$ cat src/rtl/lsu_pkg.sv
// Shared types and helpers for the load/store unit: func3 encodings, FSM states, op checks.
// Pure declarations; no latency or backpressure of its own.
package lsu_pkg;

  localparam logic [2:0] MEM_B  = 3'b000;
  localparam logic [2:0] MEM_H  = 3'b001;
  localparam logic [2:0] MEM_W  = 3'b010;
  localparam logic [2:0] MEM_BU = 3'b100;
  localparam logic [2:0] MEM_HU = 3'b101;

  localparam int TO_W = 8;

  typedef enum logic [1:0] {
    ST_IDLE = 2'd0,
    ST_REQ  = 2'd1,
    ST_WAIT = 2'd2,
    ST_DONE = 2'd3
  } lsu_state_t;

  // Unsigned widths only exist for loads; a store with op[2] set is illegal.
  function automatic logic op_legal(input logic [2:0] op, input logic wen);
    logic ok;
    case (op)
      MEM_B, MEM_H, MEM_W: ok = 1'b1;
      MEM_BU, MEM_HU:      ok = !wen;
      default:             ok = 1'b0;
    endcase
    return ok;
  endfunction

  function automatic logic misaligned(input logic [2:0] op, input logic [1:0] off);
    logic bad;
    case (op)
      MEM_H, MEM_HU: bad = off[0];
      MEM_W:         bad = (off != 2'b00);
      default:       bad = 1'b0;
    endcase
    return bad;
  endfunction

endpackage

$ cat src/rtl/lsu_if.sv
// Decoder-side op handshake, writeback result handshake and data-bus request/response.
// Wires only; master is the environment, slave is the LSU.
interface lsu_if;
  logic        in_valid;
  logic        in_ready;
  logic        in_mem_wen;
  logic        in_mem_ren;
  logic [2:0]  in_mem_op;
  logic [31:0] in_addr;
  logic [31:0] in_wdata;
  logic        out_valid;
  logic        out_ready;
  logic [31:0] out_rdata;
  logic        out_err;
  logic        bus_req_valid;
  logic        bus_req_ready;
  logic [31:0] bus_req_addr;
  logic        bus_req_wen;
  logic [31:0] bus_req_wdata;
  logic [3:0]  bus_req_wmask;
  logic        bus_resp_valid;
  logic [31:0] bus_resp_rdata;
  logic        bus_resp_err;

  modport slave (
    input  in_valid, in_mem_wen, in_mem_ren, in_mem_op, in_addr, in_wdata,
    input  out_ready, bus_req_ready, bus_resp_valid, bus_resp_rdata, bus_resp_err,
    output in_ready, out_valid, out_rdata, out_err,
    output bus_req_valid, bus_req_addr, bus_req_wen, bus_req_wdata, bus_req_wmask
  );

  modport master (
    output in_valid, in_mem_wen, in_mem_ren, in_mem_op, in_addr, in_wdata,
    output out_ready, bus_req_ready, bus_resp_valid, bus_resp_rdata, bus_resp_err,
    input  in_ready, out_valid, out_rdata, out_err,
    input  bus_req_valid, bus_req_addr, bus_req_wen, bus_req_wdata, bus_req_wmask
  );
endinterface

$ cat src/rtl/lsu_align.sv
// Byte-lane steering: store strobes/replicated data and load shift with sign/zero extension.
// Combinational, zero latency; no backpressure.
module lsu_align
  import lsu_pkg::*;
(
  input  logic [2:0]  op,
  input  logic [1:0]  off,
  input  logic [31:0] st_data,
  input  logic [31:0] word,
  output logic [3:0]  wmask,
  output logic [31:0] wdata,
  output logic [31:0] ldata
);

  logic [31:0] sh;

  always_comb begin
    sh    = word >> {off, 3'b000};
    wmask = 4'b1111;
    wdata = st_data;
    ldata = sh;
    case (op[1:0])
      2'b00: begin
        wmask = 4'b0001 << off;
        wdata = {4{st_data[7:0]}};
        ldata = op[2] ? {24'h0, sh[7:0]} : {{24{sh[7]}}, sh[7:0]};
      end
      2'b01: begin
        wmask = 4'b0011 << off;
        wdata = {2{st_data[15:0]}};
        ldata = op[2] ? {16'h0, sh[15:0]} : {{16{sh[15]}}, sh[15:0]};
      end
      default: begin
        wmask = 4'b1111;
        wdata = st_data;
        ldata = sh;
      end
    endcase
  end

endmodule

$ cat src/rtl/lsu.sv
// Load/store unit: one op per handshake -> one aligned bus word -> extended result with error flag.
// Latency 1 cycle for non-bus ops, 3+ for bus ops; stalls on bus_req_ready, holds result until out_ready.
module lsu
  import lsu_pkg::*;
#(
  parameter int TIMEOUT_CYC = 255
) (
  input logic clk,
  input logic rst,
  lsu_if.slave io
);

  localparam logic [TO_W:0] TO_LIM = (TO_W + 1)'(TIMEOUT_CYC);

  lsu_state_t      state;
  logic [2:0]      op_q;
  logic [31:0]     addr_q;
  logic [31:0]     wdata_q;
  logic            wen_q;
  logic [TO_W-1:0] cnt;
  logic [31:0]     rdata_q;
  logic            err_q;

  logic [3:0]  al_wmask;
  logic [31:0] al_wdata;
  logic [31:0] al_ldata;
  logic        req;

  lsu_align u_align (
    .op      (op_q),
    .off     (addr_q[1:0]),
    .st_data (wdata_q),
    .word    (io.bus_resp_rdata),
    .wmask   (al_wmask),
    .wdata   (al_wdata),
    .ldata   (al_ldata)
  );

  assign req              = (state == ST_REQ);
  assign io.in_ready      = (state == ST_IDLE) && !rst;
  assign io.out_valid     = (state == ST_DONE);
  assign io.out_rdata     = rdata_q;
  assign io.out_err       = err_q;
  assign io.bus_req_valid = req;
  assign io.bus_req_addr  = req ? {addr_q[31:2], 2'b00} : 32'h0;
  assign io.bus_req_wen   = req && wen_q;
  assign io.bus_req_wdata = (req && wen_q) ? al_wdata : 32'h0;
  assign io.bus_req_wmask = (req && wen_q) ? al_wmask : 4'b0000;

  always_ff @(posedge clk or posedge rst) begin
    if (rst) begin
      state   <= ST_IDLE;
      op_q    <= 3'b000;
      addr_q  <= 32'h0;
      wdata_q <= 32'h0;
      wen_q   <= 1'b0;
      cnt     <= '0;
      rdata_q <= 32'h0;
      err_q   <= 1'b0;
    end else begin
      case (state)
        ST_IDLE: begin
          if (io.in_valid) begin
            op_q    <= io.in_mem_op;
            addr_q  <= io.in_addr;
            wdata_q <= io.in_wdata;
            wen_q   <= io.in_mem_wen;
            rdata_q <= 32'h0;
            err_q   <= 1'b0;
            if (!io.in_mem_wen && !io.in_mem_ren) begin
              state <= ST_DONE;
            end else if (!op_legal(io.in_mem_op, io.in_mem_wen) ||
                         misaligned(io.in_mem_op, io.in_addr[1:0])) begin
              err_q <= 1'b1;
              state <= ST_DONE;
            end else begin
              state <= ST_REQ;
            end
          end
        end
        ST_REQ: begin
          if (io.bus_req_ready) begin
            cnt   <= '0;
            state <= ST_WAIT;
          end
        end
        ST_WAIT: begin
          if (io.bus_resp_valid) begin
            err_q   <= io.bus_resp_err;
            rdata_q <= (io.bus_resp_err || wen_q) ? 32'h0 : al_ldata;
            state   <= ST_DONE;
          end else if ({1'b0, cnt} + 1'b1 == TO_LIM) begin
            err_q   <= 1'b1;
            rdata_q <= 32'h0;
            state   <= ST_DONE;
          end else begin
            cnt <= cnt + 1'b1;
          end
        end
        ST_DONE: begin
          if (io.out_ready) begin
            rdata_q <= 32'h0;
            err_q   <= 1'b0;
            state   <= ST_IDLE;
          end
        end
        default: state <= ST_IDLE;
      endcase
    end
  end

endmodule

$ cat src/flat_wrapper.sv
// flat-port wrapper written by rule: the top's interface ports become plain ports
module lsu_flat import lsu_pkg::*;
#(
  parameter int TIMEOUT_CYC = 255
)
  (clk, rst, io_in_valid, io_in_mem_wen, io_in_mem_ren, io_in_mem_op, io_in_addr, io_in_wdata, io_out_ready, io_bus_req_ready, io_bus_resp_valid, io_bus_resp_rdata, io_bus_resp_err, io_in_ready, io_out_valid, io_out_rdata, io_out_err, io_bus_req_valid, io_bus_req_addr, io_bus_req_wen, io_bus_req_wdata, io_bus_req_wmask);
  lsu_if io_i ();
  input logic clk;
  input logic rst;
  input wire logic [$bits(io_i.in_valid)-1:0] io_in_valid;
  input wire logic [$bits(io_i.in_mem_wen)-1:0] io_in_mem_wen;
  input wire logic [$bits(io_i.in_mem_ren)-1:0] io_in_mem_ren;
  input wire logic [$bits(io_i.in_mem_op)-1:0] io_in_mem_op;
  input wire logic [$bits(io_i.in_addr)-1:0] io_in_addr;
  input wire logic [$bits(io_i.in_wdata)-1:0] io_in_wdata;
  input wire logic [$bits(io_i.out_ready)-1:0] io_out_ready;
  input wire logic [$bits(io_i.bus_req_ready)-1:0] io_bus_req_ready;
  input wire logic [$bits(io_i.bus_resp_valid)-1:0] io_bus_resp_valid;
  input wire logic [$bits(io_i.bus_resp_rdata)-1:0] io_bus_resp_rdata;
  input wire logic [$bits(io_i.bus_resp_err)-1:0] io_bus_resp_err;
  output wire logic [$bits(io_i.in_ready)-1:0] io_in_ready;
  output wire logic [$bits(io_i.out_valid)-1:0] io_out_valid;
  output wire logic [$bits(io_i.out_rdata)-1:0] io_out_rdata;
  output wire logic [$bits(io_i.out_err)-1:0] io_out_err;
  output wire logic [$bits(io_i.bus_req_valid)-1:0] io_bus_req_valid;
  output wire logic [$bits(io_i.bus_req_addr)-1:0] io_bus_req_addr;
  output wire logic [$bits(io_i.bus_req_wen)-1:0] io_bus_req_wen;
  output wire logic [$bits(io_i.bus_req_wdata)-1:0] io_bus_req_wdata;
  output wire logic [$bits(io_i.bus_req_wmask)-1:0] io_bus_req_wmask;
  assign io_i.in_valid = io_in_valid;
  assign io_i.in_mem_wen = io_in_mem_wen;
  assign io_i.in_mem_ren = io_in_mem_ren;
  assign io_i.in_mem_op = io_in_mem_op;
  assign io_i.in_addr = io_in_addr;
  assign io_i.in_wdata = io_in_wdata;
  assign io_i.out_ready = io_out_ready;
  assign io_i.bus_req_ready = io_bus_req_ready;
  assign io_i.bus_resp_valid = io_bus_resp_valid;
  assign io_i.bus_resp_rdata = io_bus_resp_rdata;
  assign io_i.bus_resp_err = io_bus_resp_err;
  assign io_in_ready = io_i.in_ready;
  assign io_out_valid = io_i.out_valid;
  assign io_out_rdata = io_i.out_rdata;
  assign io_out_err = io_i.out_err;
  assign io_bus_req_valid = io_i.bus_req_valid;
  assign io_bus_req_addr = io_i.bus_req_addr;
  assign io_bus_req_wen = io_i.bus_req_wen;
  assign io_bus_req_wdata = io_i.bus_req_wdata;
  assign io_bus_req_wmask = io_i.bus_req_wmask;
  lsu #(.TIMEOUT_CYC(TIMEOUT_CYC)) u_core (.clk(clk), .rst(rst), .io(io_i));
endmodule
$ cat config.mk
export PLATFORM = sky130hd
export DESIGN_NAME = lsu_flat
export DESIGN_NICKNAME = d
export VERILOG_FILES = /design/src/rtl/lsu_pkg.sv /design/src/rtl/lsu_if.sv /design/src/rtl/lsu_align.sv /design/src/rtl/lsu.sv /design/src/flat_wrapper.sv
export SDC_FILE = /design/constraint.sdc
export NUM_CORES = 1
export LEC_CHECK = 0
export BUFFER_PORTS_ARGS = -buffer_cell sky130_fd_sc_hd__buf_2
export CORE_MARGIN = 8
export CORE_UTILIZATION = 54
export CTS_CLUSTER_DIAMETER = 60
export CTS_CLUSTER_SIZE = 20
export DETAILED_ROUTE_END_ITERATION = 10
export GPL_TIMING_DRIVEN = 0
export PLACE_DENSITY = 0.89
export REMOVE_ABC_BUFFERS = 1
export SETUP_SLACK_MARGIN = 0.02
export SLEW_MARGIN = 5
export SYNTH_ARGS = -nofsm -noshare
export SYNTH_HDL_FRONTEND = slang
export SYNTH_SLANG_ARGS = --single-unit
$ cat constraint.sdc
create_clock -name clk -period 4.9 [get_ports clk]
set_input_delay 0.49 -clock clk [delete_from_list [all_inputs] [get_ports clk]]
set_output_delay 0.49 -clock clk [all_outputs]
set_load 0.1 [all_outputs]
# After elaboration in Yosys (flattened, before gate mapping)
# Cells that the tools add are included.
word_totals:
  ff_bits: 111
  inputBits: 108
op_classes:
  mux: 41
  eq_ne: 15
  n_shift: 3
  reduce_logical: 22
  n_addsub: 2
op_table:
  columns: ["op", "count"]
  rows:
  - ["two-way mux 32 bit", 9]
  - ["case mux 32 bit (2 select lines)", 2]
  - ["case mux 32 bit (3 select lines)", 1]
  - ["right shift 32 x 5 -> 32 bit", 1]
  - ["two-way mux 8 bit", 3]
  - ["case mux 8 bit (2 select lines)", 1]
  - ["two-way mux 2 bit", 7]
  - ["two-way mux 1 bit", 12]
  - ["AND reduction 4 bit", 3]
  - ["!= test 2 bit (second input constant)", 5]
  - ["adder 8 x 1 -> 9 bit (second input constant)", 1]
  - ["== test 9 x 8 -> 1 bit (second input constant)", 1]
  - ["adder 8 x 1 -> 8 bit (second input constant)", 1]
  - ["case mux 2 bit (4 select lines)", 1]
  - ["case mux 4 bit (2 select lines)", 1]
  - ["== test 3 bit (second input constant)", 2]
  - ["== test 2 x 1 -> 1 bit (second input constant)", 2]
  - ["== test 2 bit (second input constant)", 2]
  - ["logical NOT 1 bit", 4]
  - ["logical NOT 2 bit", 2]
  - ["two-way mux 4 bit", 1]
  - ["case mux 1 bit (2 select lines)", 2]
  - ["nonzero test 2 bit", 2]
  - ["OR reduction 2 bit", 2]
  - ["other kinds (12)", 15]

# Logic depth before layout (Yosys ltp)
logic_depth:
  word_depth: 12
  depth_mapped: 9
  depth_no_buf: 7

# Modules after synthesis
# Synthesis repeated with hierarchy kept, for this count alone.
unflattened:
  hier_cells: 646
  hier_area_um2: 6588.8
modules_own_cells:
  columns: ["mod", "n_inst", "cells_per_inst", "area_each_um2", "seq_area_each_um2"]
  rows:
  - ["lsu", 1, 464, 5271.3, 2777.7]
  - ["lsu_align", 1, 182, 1317.5, 0.0]

# Worst setup path after synthesis
# Ideal clock, no wire load.
synth_timing:
  path_kind: "register to output"
  from: "register u_core.state[1]"
  to: "output io_bus_req_wdata[22]"
  stages_incl_launch_ff: 7
  slack_ns: 1.123
  arrival_ns: 3.287
  cell_sequence: "dfrtp_1 inv_1 ha_1 nand2_1 clkbuf_1 buf_1 nor2_1"
synth_via:
  elab_chain_len: 3
synth_rtl:
  columns: ["item", "line", "text"]
  rows:
  - ["start, declared", "lsu.sv:15", "lsu_state_t state;"]
  - ["start signal, assigned", "lsu.sv:52", "state <= ST_IDLE;"]
  - ["start signal, assigned", "lsu.sv:71", "state <= ST_DONE;"]
  - ["start signal, assigned", "lsu.sv:75", "state <= ST_DONE;"]
  - ["== test 2 x 1 -> 1 bit", "lsu.sv:39", "assign req = (state == ST_REQ);"]
  - ["via io_bus_req_valid", "flat_wrapper.sv:25", "output wire logic [$bits(io_i.bus_req_valid)-1:0] io_bus_req_valid;"]
  - ["logical AND 1 bit", "lsu.sv:47", "assign io.bus_req_wdata = (req && wen_q) ? al_wdata : 32'h0;"]
  - ["two-way mux 32 bit", "lsu.sv:47", null]
  - ["end, declared", "flat_wrapper.sv:28", "output wire logic [$bits(io_i.bus_req_wdata)-1:0] io_bus_req_wdata;"]
# The timed path passes the listed nets, and every way through them passes these cells.

# Worst setup path in the final report
layout_timing:
  from: "register u_core.state[1]"
  to: "output io_bus_req_wdata[12]"
layout_via:
  elab_chain_len: 3
layout_rtl:
  columns: ["item", "line"]
  rows:
  - ["== test 2 x 1 -> 1 bit", "lsu.sv:39"]
  - ["logical AND 1 bit", "lsu.sv:47"]
  - ["two-way mux 32 bit", "lsu.sv:47"]
# Every way passes these cells.

==> summary.md <==
| Metric | Value |
|---|---|
| Outcome | `finished, final reports clean` |
| Sw frac | `56.0%` |
| Core Box Area | `10,900 sq um` |
| Largest net degree at the start of global routing | `69` |
| Grt ovf | `0` |
| Largest family of logic cells by synthesized area | `multiplexers` |
| Final setup viols | `0` |
| Yosys cell types | `51` |
| IO Port Bufs | `210` |
| Drt first-iter violations | `354` |
| Clock tree sinks | `111` |
| Worst Setup Start Kind | `register` |
| Final Hold Vio Count | `0` |
| Top_reg_cell synth | `dfrtp_1` |
| Via count | `5,189` |
| Final Critical Period | `3770 ps` |
| Max clock buf depth | `2` |
| Post-Synthesis Cells | `573` |
| Worst-Margin Slew | `994 ps` |
| DRC viols | `0` |
| Setup TNS Final | `0 ps` |
| Root buffer cell | `clkbuf_8` |
| Non-filler cells, final | `901` |
| Drt pass-1 iters | `5` |
| R2r endpoint | `u_core.io.out_rdata[22]$_DFFE_PP0P_` |
| Post-Place Cells | `884` |
| Synth Register Bits | `111` |
| Slowest-stage cell, CP | `nand2_1` |
| Leakage | `3.82 nW` |
| TritonCTS clock tree | `yes` |
| Worst r2r src | `u_core.state[0]$_DFFE_PP0P_` |
| Final ANT Viol Nets | `0` |
| Cts bufs inserted | `9` |
| Post-DP HPWL | `12,800 um` |
| Synthesis Warnings | `0` |
| Max transition margin | `33.6%` |
| Worst EP arrival | `3280 ps` |
| Comb pwr share | `58.5%` |
| Hold Crit Class | `input port to asynchronous set/reset pin` |
| Die extent in y | `122 um` |
| Critical Path RT | `4410 ps` |
| Slew Viols, Final | `0` |
| WL per Instance | `19.4 um` |
| Fraction of the mapped netlist area in compound gates | `11.6%` |
| Proportion of synthesized area in mux cells | `22.0%` |
| Final worst-path cycle share | `76.9%` |
| Critical path class | `register to primary output` |
| Synth Area in Adders | `1.66%` |
| Die ar. | `14,800 sq um` |
| Nets@finish | `871` |
| CP max FO | `45` |
| XOR/XNOR share of the synthesized area | `0.559%` |
| Initial core utilization | `55.5%` |
| Fill cells | `815` |
| Post-synth ARST share | `100%` |
| Post-cts resize count | `0` |
| Total GRT Usage | `23.2%` |
| Detailed Route WL | `17,500 um` |
| Post-synthesis sequential area ratio | `46.0%` |
| Most common cell after layout, fill and taps aside | `buf_2` |
| Clock-pin slew on the worst setup and hold paths | `110 ps` |
| Simple-gate portion of the synthesized area | `14.3%` |
| Post-synth EDFFs | `0` |
| IO Pins | `213` |
| NetSw | `3.11 mW` |
| Max incr delay on CP | `790 ps` |
| R2R setup slack | `1760 ps` |
| Setup WS post-layout | `1130 ps` |
| Gpl congestion | `0.809` |
| RSZ-0062 raised after global routing | `no` |
| Vias in the first global route | `5,537` |
| Hold Buf Count CTS | `0` |
| Most frequent cells in the layout | `buf_2, dfrtp_1, mux2_2, nand2_1, nor2_1` |
| Fin util | `67.4%` |
| Max Cap Violations | `0` |
| Initial antenna violation count | `2` |
| Max H-tree Level | `3` |
| Achievable frequency | `265 MHz` |
| Vias per cell | `5.76` |
| Cell Area, Synth | `6040 sq um` |
| Critical Path Sink Type | `primary output` |
| Design internal power | `2.45 mW` |
| Layout Area Growth over Synthesis | `21.5%` |
| Clock group share of total power | `10.5%` |
| Placement Rows | `38` |
| Clock Skew | `6.85 ps` |
| Pre-CTS WS | `899 ps` |
| Global-route wire length before repair | `27,600 um` |
| Die Wd | `122 um` |
| Register share of total power | `31.0%` |
| Post-CTS Setup Bufs | `0` |
| Synth Area per Inst | `10.5 sq um` |
| Clk_lat worst skew | `370 ps` |
| Worst vdd ir | `658 uV` |
| Worst path cell trace | `inv_1, ha_2, nand2_1, a21oi_1, buf_2` |
| Reg2Reg Depth | `6` |
| Layout cell share with drive strength beyond 1 | `42.2%` |
| Power Density | `757 nW/um^2` |
-- state kept, by name, indices dropped and copies added, names as in the netlist --
name and cells:
u_core.addr_q 32, u_core.cnt 8, u_core.io.out_err 1, u_core.io.out_rdata 32
u_core.op_q 3, u_core.state 2, u_core.wdata_q 32, u_core.wen_q 1
-- kinds of logic after synthesis --
logic type,Yosys count
AO/OA/AOI/OAI,107
adder cells (fa/ha/maj),8
buffers and inverters,54
AND/OR/NAND/NOR,167
other,1
multiplexers,122
XOR/XNOR,3
flip-flops,111
-- metal layers --
metal	up-vias	wire [um]	track usage, %
met5	-	17	0
met4	4	522	11.6
met2	260	8530	38.4
met1	2502	6350	25.5
met3	48	2060	9.25
li1	2375	-	-
-- stage by stage --
stage                     power (mW)  instance area (sq um)  hold slack [ps]
after floorplan                 4.30                   5860              471
after global placement          4.87                   7090              467
after detailed placement        4.99                   7130              471
after CTS                       5.57                   7330              185
after global routing            5.82                   7340              188
final                           5.56                   7340              164
-- power groups by stage --
stage               sequential (mW)  combinational, mW  clock [mW]
finish                         1.72               3.25       0.582
global route                   1.78               3.42       0.621
CTS                            1.71               3.27       0.592
detailed placement             1.73               3.26           0
global placement               1.69               3.18           0
floorplan                      1.89               2.41           0
-- layout make-up --
cell class              instances  area (sq um)  area share, %
multi-input cells             409          3040           41.5
repair buffers                211          1080           14.7
clock inverters                 6          68.8          0.937
clock buffers                  10           138           1.87
flip-flops and latches        111          2780           37.9
diodes                          1          2.50         0.0341
inverters                      13          53.8          0.733
well taps                     140           175           2.39
-- synth_stat cells, types with 6 or more instances --
| library cell | count | area share, % |
|---|---|---|
| dfrtp_1 | 111 | 46 |
| mux2_2 | 82 | 15 |
| nand2_1 | 43 | 2.7 |
| nor2_1 | 42 | 2.6 |
| mux2i_1 | 37 | 6.1 |
| and2_1 | 36 | 3.7 |
| a21oi_1 | 31 | 2.6 |
| clkbuf_1 | 21 | 1.3 |
| o21ai_0 | 21 | 1.7 |
| a22o_1 | 19 | 2.8 |
| a211oi_1 | 15 | 1.9 |
| inv_1 | 13 | 0.81 |
| buf_1 | 12 | 0.75 |
| nor2b_1 | 10 | 1.0 |
| and3_1 | 8 | 0.83 |
| ha_1 | 8 | 1.7 |
| nand3_1 | 7 | 0.58 |
| nor3_1 | 6 | 0.50 |
-- how the worst max path moves through the flow --
stage	endpoint	from	slack (ps)
after floorplan	io_bus_req_wdata[10]	u_core.state[1]$_DFFE_PP0P_	40
after global placement	u_core.wdata_q[23]$_DFFE_PP0P_	rst	270
after detailed placement	io_bus_req_wdata[24]	u_core.state[1]$_DFFE_PP0P_	900
after CTS	io_bus_req_wdata[24]	u_core.state[1]$_DFFE_PP0P_	460
after global routing	io_bus_req_wdata[9]	u_core.state[1]$_DFFE_PP0P_	830
final	io_bus_req_wdata[12]	u_core.state[1]$_DFFE_PP0P_	1130
-- critical path, delay by kind of cell (launching register included) --
family	cells	cell delay (ps)
and+or+nand+nor	1	790
adders and majority gates	1	660
buffers and inverters	2	640
DFF	1	420
AOI/OAI and AO/OA	1	370
No activity file was read; power rests on OpenSTA's default activity.
